File: src/rtl/nest3_index_decoder.sv
// rtl/nest3_index_decoder.sv - linear tile index to 3-D nested coordinates via two serial divisions
// Optional range check enabled by defining NEST3_DEC_RANGE_CHECK_EN.
module nest3_index_decoder #(
    parameter int CW     = 16,
    parameter int n0_max = 4,
    parameter int n1_max = 2,
    parameter int n2_max = 2
) (
    input  logic          clk,
    input  logic          rst,
    input  logic          clean,
    input  logic          in_valid,
    output logic          in_ready,
    input  logic [CW-1:0] in_idx,
    output logic          out_valid,
    input  logic          out_ready,
    output logic [CW-1:0] cnt0,
    output logic [CW-1:0] cnt1,
    output logic [CW-1:0] cnt2,
    output logic          out_err,
    output logic          busy
);

    typedef enum logic [1:0] {IDLE, DIV0, DIV1, DONE} state_t;

    localparam int          SW   = $clog2(CW + 1);
    localparam logic [SW-1:0] LAST = SW'(CW - 1);
    // A degenerate geometry (any zero extent) never accepts work.
    localparam bit GEOM_OK = (n0_max >= 1) && (n1_max >= 1) && (n2_max >= 1);

    state_t        state, state_next;
    logic [SW-1:0] step;
    logic [CW-1:0] rem;
    logic [CW-1:0] dvd;
    logic [CW-1:0] divisor;
    logic [CW:0]   shifted;
    logic [CW:0]   diff;
    logic          qbit;
    logic [CW-1:0] rem_next;
    logic [CW-1:0] q_next;
    logic          accept;
    logic          last_step;

    assign in_ready  = (state == IDLE) && GEOM_OK;
    assign accept    = in_valid && in_ready;
    assign out_valid = (state == DONE);
    assign busy      = (state != IDLE);
    assign last_step = (step == LAST);

    // One restoring step: dividend bits enter the remainder MSB first while
    // quotient bits shift into the vacated LSBs of the dividend register.
    assign divisor  = (state == DIV0) ? CW'(n0_max) : CW'(n1_max);
    assign shifted  = {rem, dvd[CW-1]};
    assign diff     = shifted - {1'b0, divisor};
    assign qbit     = ~diff[CW];
    assign rem_next = qbit ? diff[CW-1:0] : shifted[CW-1:0];
    assign q_next   = {dvd[CW-2:0], qbit};

    always_ff @(posedge clk) begin
        if (rst) begin
            state <= IDLE;
        end else begin
            state <= state_next;
        end
    end

    always_comb begin
        state_next = state;
        if (clean) begin
            state_next = IDLE;
        end else begin
            case (state)
                IDLE:    if (accept)    state_next = DIV0;
                DIV0:    if (last_step) state_next = DIV1;
                DIV1:    if (last_step) state_next = DONE;
                DONE:    if (out_ready) state_next = IDLE;
                default: state_next = IDLE;
            endcase
        end
    end

`ifdef NEST3_DEC_RANGE_CHECK_EN
    localparam logic [3*CW-1:0] LIMIT = (3*CW)'(n0_max) * (3*CW)'(n1_max) * (3*CW)'(n2_max);
    logic [CW-1:0] idx_q;
    logic          err_q;

    assign out_err = err_q;

    always_ff @(posedge clk) begin
        if (rst) begin
            idx_q <= '0;
            err_q <= 1'b0;
        end else if (!clean) begin
            if (state == IDLE && accept) begin
                idx_q <= in_idx;
                err_q <= 1'b0;
            end else if (state == DIV1 && last_step) begin
                err_q <= ({{(2*CW){1'b0}}, idx_q} >= LIMIT);
            end
        end
    end
`else
    assign out_err = 1'b0;
`endif

    always_ff @(posedge clk) begin
        if (rst) begin
            step <= '0;
            rem  <= '0;
            dvd  <= '0;
            cnt0 <= '0;
            cnt1 <= '0;
            cnt2 <= '0;
        end else if (clean) begin
            step <= '0;
        end else begin
            case (state)
                IDLE: begin
                    if (accept) begin
                        dvd  <= in_idx;
                        rem  <= '0;
                        step <= '0;
                    end
                end
                DIV0, DIV1: begin
                    step <= last_step ? '0 : step + 1'b1;
                    dvd  <= q_next;
                    rem  <= last_step ? '0 : rem_next;
                    if (last_step && state == DIV0) begin
                        cnt0 <= rem_next;
                    end
                    if (last_step && state == DIV1) begin
                        cnt1 <= rem_next;
                        cnt2 <= q_next;
                    end
                end
                default: begin
                    step <= '0;
                end
            endcase
        end
    end

endmodule

File: config.mk
export PLATFORM = sky130hd
export DESIGN_NAME = nest3_index_decoder
export DESIGN_NICKNAME = d
export VERILOG_FILES = /design/src/rtl/nest3_index_decoder.sv
export SDC_FILE = /design/constraint.sdc
export NUM_CORES = 1
export LEC_CHECK = 0
export CORE_AREA = 2 2 97 99
export CTS_BUF_LIST = sky130_fd_sc_hd__clkbuf_2
export DETAILED_ROUTE_END_ITERATION = 8
export DIE_AREA = 0 0 99 101
export GPL_ROUTABILITY_DRIVEN = 1
export PLACE_DENSITY = 0.71
export RECOVER_POWER = 50
export REMOVE_ABC_BUFFERS = 1
export SETUP_SLACK_MARGIN = 0.2
export SYNTH_ARGS = -nofsm -noshare
export SYNTH_HDL_FRONTEND = slang
export SYNTH_SLANG_ARGS = --single-unit
File: constraint.sdc
create_clock -name clk -period 7.7 [get_ports clk]
set_clock_uncertainty 0.1 [all_clocks]
set_input_delay 2.31 -clock clk [delete_from_list [all_inputs] [get_ports clk]]
set_output_delay 2.31 -clock clk [all_outputs]
set_load 0.005 [all_outputs]
## Word level (Yosys, flattened, before mapping)

Index checks and enable logic that the tools add are counted.

- Bits in registers: 87

- Reductions and logical operators: 12
- Bitwise operators: 2
- Add/sub/neg operators: 2
- Multiplexer cells: 15
- Equality and inequality tests: 8

Operators by type and width:

| operator | count |
|---|---|
| $mux 16 | 4 |
| $pmux 16 s2 | 2 |
| $sub 17x3->17 | 1 |
| $mux 5 | 2 |
| $pmux 5 s2 | 1 |
| $reduce_and 3->1 | 3 |
| $mux 2 | 4 |
| $pmux 2 s4 | 1 |
| $add 5x1->5 const B | 1 |
| $eq 5x4->1 const B | 1 |
| $eq 2x2->1 const B | 2 |
| $ne 2x1->1 const B | 2 |
| $ne 2x2->1 const B | 2 |
| $reduce_and 4->1 | 1 |
| $reduce_bool 2->1 | 2 |
| $reduce_or 2->1 | 2 |
| $logic_and 1x1->1 | 3 |
| $mux 3 | 1 |
| $eq 2x1->1 const B | 1 |
| $logic_not 2->1 | 1 |
| $not 1->1 | 2 |

## Longest topological paths before layout

- Depth after elaboration: 6
- Mapped depth: 11
- Gate-level depth less buffers: 11

## Worst setup path after synthesis

Ideal clock, no wire load.

- Path kind: input to register
- From: input clean
- To: register rem[11]
- Setup slack: 3.984 ns
- Stages: 6
- Required time: 7.474 ns
- Path buffers: 2
- Arrival time: 3.490 ns
- Setup time: 0.126 ns
- Cell sequence: buf_1 nor3_1 nor2_1 clkbuf_1 nand2_1 o211ai_1

- Longest elaborated chain between the ends: 2

RTL lines:

| item | line | RTL |
|---|---|---|
| start, declared | 11 | `input logic clean,` |
| $not 1->1 (no source line) | -- |  |
| $reduce_and 3->1 (no source line) | -- |  |
| end signal, assigned | 128 | `rem <= last_step ? '0 : rem_next;` |
| end, declared | 33 | `logic [CW-1:0] rem;` |

No other way between the ends.
A chain may end at the register's enable or synchronous reset.

## Worst setup path after layout

- From: input clean
- To: register rem[15]

Same word-level chain as after synthesis.

==> results.py <==
metrics = {
    "die": {
        "coreArea_um2": 8980,
        "num_rows": 35,
        "io_pins": 73,
        "die_h_um": 101,
        "initial_core_util_pct": 45.8,
        "die_w_um": 99,
        "die_area_um2": 10000,
    },
    "grt": {
        "grt_max_degree": 56,
        "grt_util_all_layers_pct": 21.2,
        "grt_pass1_vias": 3612,
        "grt-ovfl-total": 0,
        "antenna_found_initial": 0,
        "grt_pass1_wl_um": 17300,
    },
    "logic_synthesis": {
        "yosys-top-cells-area": "dfxtp_1 42%, nand2_1 6.0%, a211oi_1 5.1%, mux2i_1 4.4%, nor2_1 4.3%",
        "yosysUniqueCellTypes": 59,
        "avgSynthCellArea_um2": 8.34,
        "synth_seq_cells": 87,
        "synth_top_flop_cell": "dfxtp_1",
        "netlist_area_um2": 4110,
        "yosysTopAreaCell": "dfxtp_1",
        "seq_area_frac_synth_pct": 42.4,
        "synth_cells": 493,
        "synth_edf_count": 0,
        "synth_common_cells": "87 x dfxtp_1, 66 x nand2_1, 47 x nor2_1",
        "async_flop_share_pct": 0,
        "synth_top_area_share_pct": 42.4,
        "synth_most_common_cell": "dfxtp_1",
        "ys_warn_count": 0,
    },
    "detailed_routing": {
        "maxUsedRoutingLayer": "met4",
        "via_per_inst": 5.74,
        "drc": 0,
        "drt_iter0_drc": 157,
        "first_pass_iters": 4,
        "wl_um": 10200,
        "met3_length_um": 607,
        "wl_met2_um": 4680,
        "vias": 3765,
        "wl_met1_um": 4760,
        "wl_per_cell_um": 15.5,
        "ant_nets": 0,
    },
    "clocking": {
        "clkSlewWorstSetupHoldPaths_ns": 0.24,
        "clockBufferDepth": 2,
        "numCtsBuffers": 9,
        "cts-root-buf": "clkbuf_2",
        "htreeDepth": 3,
        "cts_setup_buffers": 0,
        "numClockSinks": 87,
        "cts_tree": "yes",
        "clock_latency_ns": 0.58,
        "hold_buffers": 0,
        "cts_resized": 0,
    },
    "sta": {
        "fin_crit_ns": 4.81,
        "fin_crit_sh_pct": 62.5,
        "maxSlewHeadroom_pct": -7.79,
        "grt_setup_unrepaired": "no",
        "setup_viol_count_final": 0,
        "slew_viol_final": 35,
        "tns_ns": 0,
        "finalHoldViolCount": 0,
        "fmax_mhz": 208,
        "tightest_slew_ns": 1.62,
    },
    "flow_run": {
        "drv_cap": 1,
    },
    "pwr": {
        "p_leak_uw": 0.00172,
        "p_per_area_nw_per_um2": 165,
        "vdd_drop_max_mv": 0.0759,
    },
    "critical_path": {
        "cp-start-kind": "primary input",
        "path_max_fanout": 35,
        "critPathKind": "primary input to register",
        "worstPathArrival_ns": 5.19,
        "crit_required_ns": 8.08,
        "end_kind": "register",
    },
    "run_status": {
        "violations": "max-capacitance violations, max-slew violations",
        "status": "finished, violations left",
    },
    "layout": {
        "drive_gt1_share_pct": 5.50,
        "final_nets": 569,
        "final_util_pct": 54.9,
        "antennaDiodeCount": 0,
        "area_delta_synth_final_pct": 19.8,
    },
    "place": {
        "io_buffers": 71,
        "gp_congestion": 0.906,
        "place_hpwl_um": 6720,
    },
    "min_path": {
        "hold_class": "register to register",
    },
}
registers in the layout (all words and copies together), names as in the netlist:
name and count:
cnt2 16, cnt1 16, cnt0 16, step 5, dvd 16, rem 16
state 2
per-layer routing:
layer | vias up | track usage (%)
met5 | - | 0
met4 | 0 | 7.38
met3 | 10 | 3.05
met2 | 102 | 34.7
met1 | 1769 | 28.7
li1 | 1884 | -
logic make-up after synthesis:
kind of cell | share of synthesized area, %
AOI/OAI and AO/OA | 21.8
DFF | 42.4
other | 0.0912
xor gates and xnor gates | 0.852
muxes | 4.38
and+or+nand+nor | 22.7
buffers and inverters | 5.17
adders and majority gates | 2.62
final timing paths:
| path | start | to | slack (ns) | depth (start not counted) |
|---|---|---|---|---|
| max | clean | rem[15] | 2.89 | 5 |
| min | cnt2[11] | cnt2[11] | 0.37 | 2 |
| max reg2reg | state[0] | cnt1[15] | 3.89 | 8 |
| min reg2reg | cnt2[11] | cnt2[11] | 0.37 | 2 |
critical path, cell delays in order:
cell           delay (ns)
dlygate4sd3_1        0.62
nor3_1               0.20
clkbuf_1             1.00
nor2_1               0.57
a221o_1              0.48
power by group:
| group | leakage [uW] | internal (uW) | switching [uW] |
|---|---|---|---|
| Sequential | 0.000704 | 460 | 6.47 |
| Combinational | 0.000940 | 37.3 | 56.2 |
| Clock | 0.0000748 | 79.8 | 175 |
area by class of cell:
| type | instances | area [um2] |
|---|---|---|
| clock buffers | 9 | 45.0 |
| clock inverters | 7 | 80.1 |
| fillers | 869 | 4050 |
| inverters | 12 | 45.0 |
| multi-input cells | 354 | 2140 |
| flip-flops and latches | 87 | 1740 |
| well taps | 111 | 139 |
| repair buffers | 76 | 732 |
layout by cell type, fill, tap and decap left out, types with 5 or more instances in the layout:
cell type,netlist,routed
nor2_1,47,47
and3_1,7,7
o211ai_1,5,5
inv_1,12,12
a21oi_1,30,30
o21ai_0,29,29
clkbuf_2,0,9
nor3_1,10,11
nand4_1,9,9
clkdlybuf4s50_1,0,68
mux2i_1,18,18
ha_1,7,7
nand2_1,66,66
a31oi_1,14,14
nand3_1,11,11
dfxtp_1,87,87
a211oi_1,28,28
metrics by stage:
| step | setup slack (ns) | hold slack [ns] | instance area (um2) | power (uW) | std cells |
|---|---|---|---|---|---|
| 5_1_grt | 2.58 | 0.383 | 4930 | 853 | 656 |
| 2_1_floorplan | 2.22 | 0.342 | 3940 | 534 | 453 |
| 6_report | 2.89 | 0.370 | 4930 | 815 | 656 |
| 3_5_place_dp | 2.95 | 0.347 | 4830 | 568 | 640 |
| 3_3_place_gp | 2.99 | 0.338 | 4830 | 566 | 640 |
| 4_1_cts | 3.37 | 0.367 | 4960 | 821 | 656 |
No activity file was read; power rests on OpenSTA's default activity.
